===== config.mk =====
export PLATFORM = sky130hd
export DESIGN_NAME = cga_bus_master
export DESIGN_NICKNAME = d
export VERILOG_FILES = /design/src/rtl/cga_bus_pkg.sv /design/src/rtl/cga_bus_timer.sv /design/src/rtl/cga_bus_master.sv
export SDC_FILE = /design/constraint.sdc
export NUM_CORES = 1
export LEC_CHECK = 0
export BUFFER_PORTS_ARGS = -buffer_cell sky130_fd_sc_hd__buf_2
export CAP_MARGIN = 20
export CORE_AREA = 2 2 95 97
export DETAILED_ROUTE_END_ITERATION = 8
export DIE_AREA = 0 0 97 99
export MAX_ROUTING_LAYER = met4
export PLACE_DENSITY_LB_ADDON = 0.2
export SLEW_MARGIN = 40
export SYNTH_ARGS = -nofsm -noshare
export SYNTH_HDL_FRONTEND = slang
export SYNTH_HIERARCHICAL = 1
export SYNTH_SLANG_ARGS = --single-unit

===== constraint.sdc =====
create_clock -name clk -period 4.9 [get_ports clk]
set_clock_uncertainty 0.15 [all_clocks]
set_input_delay 0.245 -clock clk [delete_from_list [all_inputs] [get_ports clk]]
set_output_delay 0.245 -clock clk [all_outputs]
set_load 0.02 [all_outputs]

===== src/rtl/cga_bus_pkg.sv =====
// cga_bus_pkg: shared types and helpers for the CGA bus master.
//   state_e       - bus cycle phases
//   strobe_sel_e  - which ISA strobe a cycle drives, encoded as {io, we}
//   CNT_W         - width of the phase and rdy-wait down-counters
//   strobe_lines  - active-low strobe vector {iow, ior, memw, memr}
//   cnt_param_ok  - range check for cycle-count parameters
package cga_bus_pkg;

  localparam int CNT_W = 8;
  localparam int CNT_MAX = (1 << CNT_W) - 1;

  typedef enum logic [2:0] {
    ST_IDLE,
    ST_SETUP,
    ST_STROBE,
    ST_HOLD,
    ST_DONE
  } state_e;

  typedef enum logic [1:0] {
    STB_MEMR = 2'b00,
    STB_MEMW = 2'b01,
    STB_IOR  = 2'b10,
    STB_IOW  = 2'b11
  } strobe_sel_e;

  localparam logic [3:0] STB_NONE = 4'hF;

  function automatic strobe_sel_e strobe_sel(input logic io, input logic we);
    return strobe_sel_e'({io, we});
  endfunction

  // Bit order {iow, ior, memw, memr}; exactly one bit is driven low.
  function automatic logic [3:0] strobe_lines(input strobe_sel_e sel);
    return ~(4'b0001 << sel);
  endfunction

  function automatic bit cnt_param_ok(input int val, input int lo);
    return (val >= lo) && (val <= CNT_MAX);
  endfunction

endpackage


===== src/rtl/cga_bus_timer.sv =====
// cga_bus_timer: loadable down-counter with a zero flag.
//   clk, reset_l  - clock, synchronous active-low reset
//   load_i        - load load_val_i (wins over dec_i)
//   load_val_i    - value to load
//   dec_i         - decrement by one; holds at zero
//   zero_o        - count is zero
module cga_bus_timer
  import cga_bus_pkg::*;
(
  input  logic             clk,
  input  logic             reset_l,
  input  logic             load_i,
  input  logic [CNT_W-1:0] load_val_i,
  input  logic             dec_i,
  output logic             zero_o
);

  logic [CNT_W-1:0] cnt_q, cnt_d;

  always_comb begin
    cnt_d = cnt_q;
    if (load_i) begin
      cnt_d = load_val_i;
    end else if (dec_i && (cnt_q != '0)) begin
      cnt_d = cnt_q - 1'b1;
    end
  end

  always_ff @(posedge clk) begin
    if (!reset_l) begin
      cnt_q <= '0;
    end else begin
      cnt_q <= cnt_d;
    end
  end

  assign zero_o = (cnt_q == '0);

endmodule


===== src/rtl/cga_bus_master.sv =====
// cga_bus_master: turns the Next186 single-cycle req/ack port into an
// ISA-style strobe cycle for the CGA adapter, with setup, strobe-width and
// hold timing plus bus_rdy wait states bounded by a timeout.
//   clk, reset_l            - clock, synchronous active-low reset
//   cpu_req/we/io/addr/wdata - request, latched on acceptance in IDLE
//   cpu_ack/rdata/timeout   - one-cycle completion with read data and status
//   cpu_busy                - high whenever a cycle is in progress
//   bus_a, bus_d, bus_aen   - ISA address, write data, address enable
//   bus_ior_l .. bus_memw_l - active-low strobes
//   bus_out, bus_dir, bus_rdy - adapter read data, drive flag, ready
//
// state  | meaning
// IDLE   | waiting for cpu_req, aen high
// SETUP  | address/data/aen stable before the strobe
// STROBE | one strobe low; minimum width, then wait for bus_rdy or timeout
// HOLD   | strobe released, address/data/aen held
// DONE   | ack and timeout status issued on exit, aen released
module cga_bus_master
  import cga_bus_pkg::*;
#(
  parameter int SETUP_CYCLES  = 2,
  parameter int STROBE_CYCLES = 24,
  parameter int HOLD_CYCLES   = 2,
  parameter int RDY_TIMEOUT   = 255
) (
  input  logic        clk,
  input  logic        reset_l,
  input  logic        cpu_req,
  input  logic        cpu_we,
  input  logic        cpu_io,
  input  logic [19:0] cpu_addr,
  input  logic [7:0]  cpu_wdata,
  output logic        cpu_ack,
  output logic [7:0]  cpu_rdata,
  output logic        cpu_busy,
  output logic        cpu_timeout,
  output logic [19:0] bus_a,
  output logic [7:0]  bus_d,
  output logic        bus_ior_l,
  output logic        bus_iow_l,
  output logic        bus_memr_l,
  output logic        bus_memw_l,
  output logic        bus_aen,
  input  logic [7:0]  bus_out,
  input  logic        bus_dir,
  input  logic        bus_rdy
);

  if (!cnt_param_ok(SETUP_CYCLES, 1) || !cnt_param_ok(STROBE_CYCLES, 2) ||
      !cnt_param_ok(HOLD_CYCLES, 1) || !cnt_param_ok(RDY_TIMEOUT, 1)) begin : g_bad_param
    $error("cga_bus_master: cycle-count parameter out of range");
  end

  localparam logic [CNT_W-1:0] SETUP_LD  = CNT_W'(SETUP_CYCLES - 1);
  localparam logic [CNT_W-1:0] STROBE_LD = CNT_W'(STROBE_CYCLES - 1);
  localparam logic [CNT_W-1:0] HOLD_LD   = CNT_W'(HOLD_CYCLES - 1);
  // Loaded with the full count: each waiting edge consumes one, so the
  // strobe ends on the edge after RDY_TIMEOUT extra cycles.
  localparam logic [CNT_W-1:0] RDY_LD    = CNT_W'(RDY_TIMEOUT);

  state_e      state_q, state_d;
  logic        we_q, we_d;
  logic        io_q, io_d;
  logic [19:0] bus_a_q, bus_a_d;
  logic [7:0]  bus_d_q, bus_d_d;
  logic [3:0]  stb_l_q, stb_l_d;
  logic        aen_q, aen_d;
  logic        ack_q, ack_d;
  logic        busy_q, busy_d;
  logic        to_q, to_d;
  logic [7:0]  rdata_q, rdata_d;

  logic             ph_load, ph_dec, ph_zero;
  logic [CNT_W-1:0] ph_val;
  logic             wt_load, wt_dec, wt_zero;

  logic dir_unused;
  assign dir_unused = bus_dir;

  cga_bus_timer u_phase_tmr (
    .clk        (clk),
    .reset_l    (reset_l),
    .load_i     (ph_load),
    .load_val_i (ph_val),
    .dec_i      (ph_dec),
    .zero_o     (ph_zero)
  );

  cga_bus_timer u_wait_tmr (
    .clk        (clk),
    .reset_l    (reset_l),
    .load_i     (wt_load),
    .load_val_i (RDY_LD),
    .dec_i      (wt_dec),
    .zero_o     (wt_zero)
  );

  always_comb begin
    state_d = state_q;
    we_d    = we_q;
    io_d    = io_q;
    bus_a_d = bus_a_q;
    bus_d_d = bus_d_q;
    stb_l_d = stb_l_q;
    aen_d   = aen_q;
    ack_d   = 1'b0;
    busy_d  = busy_q;
    to_d    = to_q;
    rdata_d = rdata_q;
    ph_load = 1'b0;
    ph_val  = '0;
    ph_dec  = 1'b0;
    wt_load = 1'b0;
    wt_dec  = 1'b0;

    case (state_q)
      ST_IDLE: begin
        if (cpu_req) begin
          we_d    = cpu_we;
          io_d    = cpu_io;
          bus_a_d = cpu_addr;
          bus_d_d = cpu_wdata;
          aen_d   = 1'b0;
          busy_d  = 1'b1;
          to_d    = 1'b0;
          ph_load = 1'b1;
          ph_val  = SETUP_LD;
          state_d = ST_SETUP;
        end
      end
      ST_SETUP: begin
        if (ph_zero) begin
          stb_l_d = strobe_lines(strobe_sel(io_q, we_q));
          ph_load = 1'b1;
          ph_val  = STROBE_LD;
          wt_load = 1'b1;
          state_d = ST_STROBE;
        end else begin
          ph_dec = 1'b1;
        end
      end
      ST_STROBE: begin
        if (!ph_zero) begin
          ph_dec = 1'b1;
        end else if (bus_rdy) begin
          stb_l_d = STB_NONE;
          if (!we_q) begin
            rdata_d = bus_out;
          end
          ph_load = 1'b1;
          ph_val  = HOLD_LD;
          state_d = ST_HOLD;
        end else if (wt_zero) begin
          stb_l_d = STB_NONE;
          rdata_d = 8'hFF;
          to_d    = 1'b1;
          ph_load = 1'b1;
          ph_val  = HOLD_LD;
          state_d = ST_HOLD;
        end else begin
          wt_dec = 1'b1;
        end
      end
      ST_HOLD: begin
        if (ph_zero) begin
          state_d = ST_DONE;
        end else begin
          ph_dec = 1'b1;
        end
      end
      ST_DONE: begin
        ack_d   = 1'b1;
        aen_d   = 1'b1;
        busy_d  = 1'b0;
        state_d = ST_IDLE;
      end
      default: begin
        stb_l_d = STB_NONE;
        aen_d   = 1'b1;
        busy_d  = 1'b0;
        state_d = ST_IDLE;
      end
    endcase
  end

  always_ff @(posedge clk) begin
    if (!reset_l) begin
      state_q <= ST_IDLE;
      we_q    <= 1'b0;
      io_q    <= 1'b0;
      bus_a_q <= '0;
      bus_d_q <= '0;
      stb_l_q <= STB_NONE;
      aen_q   <= 1'b1;
      ack_q   <= 1'b0;
      busy_q  <= 1'b0;
      to_q    <= 1'b0;
      rdata_q <= '0;
    end else begin
      state_q <= state_d;
      we_q    <= we_d;
      io_q    <= io_d;
      bus_a_q <= bus_a_d;
      bus_d_q <= bus_d_d;
      stb_l_q <= stb_l_d;
      aen_q   <= aen_d;
      ack_q   <= ack_d;
      busy_q  <= busy_d;
      to_q    <= to_d;
      rdata_q <= rdata_d;
    end
  end

  assign cpu_ack     = ack_q;
  assign cpu_rdata   = rdata_q;
  assign cpu_busy    = busy_q;
  assign cpu_timeout = to_q;
  assign bus_a       = bus_a_q;
  assign bus_d       = bus_d_q;
  assign bus_aen     = aen_q;
  assign bus_memr_l  = stb_l_q[0];
  assign bus_memw_l  = stb_l_q[1];
  assign bus_ior_l   = stb_l_q[2];
  assign bus_iow_l   = stb_l_q[3];

endmodule


==> metrics, run 1 <==
Yosys cell types 47; Gate power share 41.3%; Cell Int Power 0.00115 W; Hold WC Path Type in2reg; Mapped Cells 331; critical path type reg2reg; Root Driver clkbuf_8; setup slack, reg-to-reg 1390 ps; critical path endpoint category flop; height of the die 99 um; synth top area cells dfxtp_1, nand2_1, a21oi_1; final hold viol count 0; WHS Endpoint cpu_rdata[1]$_SDFFE_PN0P_; CP required 4980 ps; Worst EP arrival 3580 ps; slowest cell delay on critical path 650 ps; number of enable flip-flop cells after synthesis 0; Synth async-reset ratio 0%; Slew headroom 49.7%; crit-path cells or4_4 -> nor4_1 -> buf_4 -> and4bb_1 -> nor3b_1 -> or3b_2 -> nor3_1 -> mux2i_1 -> a21oi_1; area share of the largest cell type after synthesis 44.3%; predominant post-synthesis flop cell dfxtp_1; Max stage delay cell, worst path nor3b_1; share of cells above drive strength 1 25.8%; VDD IR max 0.000179 V; peak fanout along the critical path 8; reg2reg path depth 9; antenna diode count 0; final setup margin 1390 ps; hold path startpoint bus_out[1]; drt pass-1 iters 4; Final period util 71.6%; gr usage total 15.8%; WL final 7160 um; CP delay by family, top simple AND/OR/NAND/NOR gates; min Tclk post-route 3510 ps; first-pass GRT wire length 12200 um; Iter 0 DRT Violations 86; grt ovf 0; switching share of total power 40.7%; outcome finished clean; Crit path buffers/inverters 1; Yosys reg bits 65; FF-to-FF Start u_phase_tmr/cnt_q[2]$_SDFFE_PN0P_; H-tree Lvls 3; slew of the pin with the lowest slew margin 753 ps; total power draw 0.00194 W; Area Growth Syn to Fin 32.7%; PwrDens 499 nW/um2; final net count 499; RSZ-0062 raised after global routing false; Die X 97 um; largest net degree at the start of global routing 37; sequential fraction of the synthesis area 44.3%; post-synth top area cell dfxtp_1; synth warn 6; mean cell area of the mapped netlist 8.86 um2; Initial Util 34.3%; core box area 8550 um2; # fillers 829; post-layout util 45.5%; LEAKAGE 1.68 nW; P_sw 0.000790 W; DRC 0; vias in the first global route 2622; CTS Buf Count 9; Slew Limit Fails 0; final setup vio count 0; Port Buf Inserts 85; die area 9600 um2; worst flop-to-flop path endpoint u_wait_tmr/cnt_q[7]$_SDFFE_PN0P_; Seq pwr share 38.8%; clk sinks 65; DR WL/cell 12.7 um; initial antenna violation count 0; CTS tree yes; CTS clk-pin slew, worst paths 80 ps; # IOs 87; row cnt 34; total vias in the final route 2713; Startpoint Class flop; DP HPWL 4530 um; ANT nets after route 0; Via density 4.80; setup TNS 0 ps; WHS Path Cells 2; synthesized area 2930 um2; Max-cap violations 0; clock latency on the worst-skew pair 340 ps; dpl ws 1370 ps; RD Place Congestion 0.789; post-CTS sizing 0; Clock power frac 19.9%; clk buf depth 2; Achievable Freq 0.285 GHz
## cells by family after synthesis
group	Yosys count	share of synthesized area (%)
fa+ha+maj	4	1.71
buf+inv	32	6.44
mux	2	0.682
other cells	2	0.256
flops	65	44.3
xor+xnor	7	2.09
simple gates	129	23.3
compound gates	90	21.2
## through the flow
step                      instances  hold slack (ps)  area (um2)
after floorplan                 341              231        2970
after global placement          517              289        3410
after detailed placement        517              293        3410
after CTS                       565            0.440        3890
after global routing            565             9.74        3890
final                           565             12.4        3890
## worst reg2reg max path, cell delays in order, from the launching register on
cell      delay, ps
dfxtp_1         360
or4_4           600
nor4_1          180
buf_4           190
and4bb_1        270
nor3b_1         650
or3b_2          520
nor3_1          200
mux2i_1         210
a21oi_1          80
## power groups by stage
stage | clock network [W] | logic, W | registers (W)
after CTS | 0.000402 | 0.000810 | 0.000753
after global placement | 0 | 0.000775 | 0.000758
after global routing | 0.000431 | 0.000906 | 0.000773
after floorplan | 0 | 0.000593 | 0.000793
final | 0.000387 | 0.000803 | 0.000753
after detailed placement | 0 | 0.000787 | 0.000763
## routing by layer
metal | part of all wire [%] | global-route usage [%] | wire [um]
met5 | 0 | - | 0
met4 | 1.2 | 5.42 | 83
met3 | 4.4 | 3.55 | 313
met2 | 44 | 25.2 | 3180
met1 | 50 | 19.8 | 3580
## Yosys cell counts (all sizes together), types with 7 or more instances
master / n
nand2: 68
inv: 11
o21ai: 15
nor2: 7
nor3b: 7
o31ai: 7
or4: 8
clkbuf: 8
dfxtp: 65
buf: 12
o221a: 8
a21oi: 41
nor3: 7
## final cells by class
cell class / instances / area, um2 / share of cell area (%)
timing repair buffer: 120 / 768 / 19.7
inverter: 12 / 45.0 / 1.16
tap: 108 / 135 / 3.47
clock inverter: 6 / 35.0 / 0.900
clock buffer: 10 / 128 / 3.28
sequential: 65 / 1300 / 33.4
multi-input combinational: 244 / 1480 / 38.0
## registers in the layout, summed over array words and instances (netlist names), 3 cells and up
| name | flops |
|---|---|
| bus_a | 20 |
| stb_l_q | 4 |
| cpu_rdata | 8 |
| u_phase_tmr/cnt_q | 8 |
| u_wait_tmr/cnt_q | 8 |
| bus_d | 8 |
| state_q | 3 |
## placed cells by master, fill, tap and decap left out, drive strengths merged, types with 7 or more instances in the layout
cell and n:
nor2 7, nor3b 7, or4 8, conb 12, buf 88, nand2 68
dfxtp 65, nor3 7, a21oi 41, o31ai 7, o221a 8, dlygate4sd3 32
inv 11, clkbuf 10, o21ai 15
## repair_timing
| action | 4_1_cts | 5_1_grt |
|---|---|---|
| hold endpoints to repair | 32 | 0 |
| buffers inserted | 0 | 0 |
| hold buffers | 32 | 0 |
## how the worst max path moves through the flow
stage	from	to	slack [ps]	cells past startpoint
2_1_floorplan	u_phase_tmr/cnt_q[2]$_SDFFE_PN0P_	u_wait_tmr/cnt_q[7]$_SDFFE_PN0P_	1360	8
3_3_place_gp	u_phase_tmr/cnt_q[2]$_SDFFE_PN0P_	u_wait_tmr/cnt_q[7]$_SDFFE_PN0P_	1340	9
3_5_place_dp	u_phase_tmr/cnt_q[2]$_SDFFE_PN0P_	u_wait_tmr/cnt_q[7]$_SDFFE_PN0P_	1370	9
4_1_cts	u_phase_tmr/cnt_q[2]$_SDFFE_PN0P_	u_wait_tmr/cnt_q[7]$_SDFFE_PN0P_	1370	9
5_1_grt	u_phase_tmr/cnt_q[2]$_SDFFE_PN0P_	u_wait_tmr/cnt_q[7]$_SDFFE_PN0P_	1090	9
6_report	u_phase_tmr/cnt_q[2]$_SDFFE_PN0P_	u_wait_tmr/cnt_q[7]$_SDFFE_PN0P_	1390	9
Power figures use the tool's default switching activity.
==> run 2, diff against run 1 <==
==> constraint.sdc (replaced) <==
create_clock -name clk -period 3.2 [get_ports clk]
set_clock_uncertainty 0.15 [all_clocks]
set_input_delay 0.16 -clock clk [delete_from_list [all_inputs] [get_ports clk]]
set_output_delay 0.16 -clock clk [all_outputs]
set_load 0.02 [all_outputs]
==> run 2 against run 1 <==
Against the previous run:
- wire length up 0.29%
- sequential cell count unchanged
- clock-buffer cell count is 1 higher
- cell area increased by 5.6%
- setup slack worse by 1200 ps
- sequential share of layout area down 1.8 points
- via count grew 1.4%
- largest cell class unchanged
- combinational power grew 61%
- non-clock buffer count grew 14
- core utilization increased by 2.5 points
- critical endpoint is now u_wait_tmr/cnt_q[1]$_SDFFE_PN0P_
- cell count grew 2.5%
- total power up 69%
==> metrics, run 2 (same netlist as run 1, synthesis figures left out) <==
CTS tree yes; Achievable Freq 0.337 GHz (+18%); Crit. path cell count 8 (-1); dpl ws 220 ps (-1150 ps); Final Instance Area 4110 um2 (+5.6%); # IOs 87 (unchanged); ANT nets after route 0 (unchanged); critical path endpoint category flop; Worst EP arrival 3090 ps (-490 ps); die area 9600 um2 (unchanged); Slew Limit Fails 0 (unchanged); CTS clk-pin slew, worst paths 70 ps (about the same); total power draw 0.00329 W (+69%); slowest cell delay on critical path 660 ps (about the same); vias in the first global route 2714 (+3.5%); final setup margin 236 ps (-1160 ps); Crit path buffers/inverters 1 (unchanged); drt pass-1 iters 4 (unchanged); max reg flops 20 (unchanged); CP delay by family, top simple AND/OR/NAND/NOR gates; min Tclk post-route 2960 ps (-543 ps); Via density 4.75 (-1.1%); Startpoint Class flop; critical path type reg2reg; reg2reg path depth 8 (-1); Slew headroom 55.5% (+5.8 points); Area Growth Syn to Fin 40.1%; gr usage total 16.0% (+0.19 points); Initial Util 34.3% (unchanged); peak fanout along the critical path 8 (unchanged); grt ovf 0 (unchanged); Iter 0 DRT Violations 125 (+45%); antenna diode count 0 (unchanged); Final period util 92.6% (+21 points); setup TNS 0 ps (unchanged); row cnt 34 (unchanged); height of the die 99 um (unchanged); RD Place Congestion 0.800 (+1.4%); CTS Buf Count 9 (unchanged); share of cells above drive strength 1 27.0% (+1.1 points); WL final 7180 um (+0.29%); final setup vio count 0 (unchanged); # fillers 833 (+0.48%); clock latency on the worst-skew pair 330 ps (about the same); Port Buf Inserts 85 (unchanged); Die X 97 um (unchanged); H-tree Lvls 3 (unchanged); Hold WC Path Type in2reg; final hold viol count 0 (unchanged); slew of the pin with the lowest slew margin 668 ps (-85.1 ps); PwrDens 801 nW/um2 (+60%); Root Driver clkbuf_8; CP required 3320 ps (-1660 ps); initial antenna violation count 0 (unchanged); clk buf depth 2 (unchanged); Max-cap violations 0 (unchanged); crit-path cells or4_4 -> nor4_2 -> and4bb_2 -> nor3b_2 -> buf_4 -> o41ai_4 -> or4b_2 -> nand3_1; commonest non-fill, non-tap cell in the layout buf_2; core box area 8550 um2 (unchanged); first-pass GRT wire length 12400 um (+1.9%); DRC 0 (unchanged); DP HPWL 4780 um (+5.4%); LEAKAGE 1.78 nW (+5.9%); DR WL/cell 12.4 um (-2.1%); most frequent cells in the layout buf_2, nand2_1, dfxtp_1, dlygate4sd3_1, a21oi_1; largest net degree at the start of global routing 32 (-14%); final net count 513 (+2.8%); VDD IR max 0.000241 V (+35%); placed cell area 3470 um2 (+1.7%); Max stage delay cell, worst path or4b_2; multi-input logic area 1490 um2 (+0.76%); RSZ-0062 raised after global routing false; WHS Path Cells 4 (+2); Seq. cell area 1300 um2 (unchanged); clk sinks 65 (unchanged); total vias in the final route 2750 (+1.4%); outcome finished clean
run 2: power breakdown:
group | total (W) | switching, W | internal (W)
Clock | 0.000851 | 0.000313 | 0.000538
Sequential | 0.00115 | 0.000174 | 0.000980
Combinational | 0.00129 | 0.000727 | 0.000560
Total | 0.00329 | 0.00121 | 0.00208
run 2: final cells by class:
cell class,instances,share of cell area (%)
well taps,108,3.29
clock buffers,11,3.44
clock inverters,5,2.50
flip-flops and latches,65,31.6
repair buffers,134,21.7
inverters,12,1.10
multi-input cells,244,36.3
run 2: path summary, 6_finish.rpt:
| kind | slack, ps | to | startpoint |
|---|---|---|---|
| min | 50 | cpu_timeout$_SDFFE_PN0P_ | bus_rdy |
| max reg2reg | 240 | u_wait_tmr/cnt_q[1]$_SDFFE_PN0P_ | u_phase_tmr/cnt_q[2]$_SDFFE_PN0P_ |
| min reg2reg | 300 | bus_a[11]$_SDFFE_PN0P_ | bus_a[11]$_SDFFE_PN0P_ |
| max | 240 | u_wait_tmr/cnt_q[1]$_SDFFE_PN0P_ | u_phase_tmr/cnt_q[2]$_SDFFE_PN0P_ |
run 2: through the flow:
| step | instances | hold slack, ps | utilization (%) |
|---|---|---|---|
| floorplan | 341 | 146 | - |
| global placement | 523 | 251 | 40.5 |
| detailed placement | 523 | 258 | 40.5 |
| CTS | 579 | 27.7 | 48.1 |
| global route | 579 | 102 | 48.1 |
| finish | 579 | 51.1 | 48.1 |
run 2: repair_timing:
| item | in CTS | in global routing |
|---|---|---|
| gates resized for setup | 0 | 1 |
| setup buffers | 0 | 0 |
| setup endpoints to repair | 0 | 1 |
| hold buffers | 40 | 0 |
| endpoints found under the hold margin | 42 | 0 |
run 2: metal layers:
metal  up-vias  GRT usage (%)  routed length, um
li1       1431              -                  -
met1      1254           19.7               3430
met2        56           25.5               3290
met3         9           4.54                370
met4         0           4.88                 90
met5         -              -                  0
run 2: tightest hold or removal path: stages:
cell and delay, ps:
buf_2 130, inv_1 40, a31oi_1 110, nor3_1 50
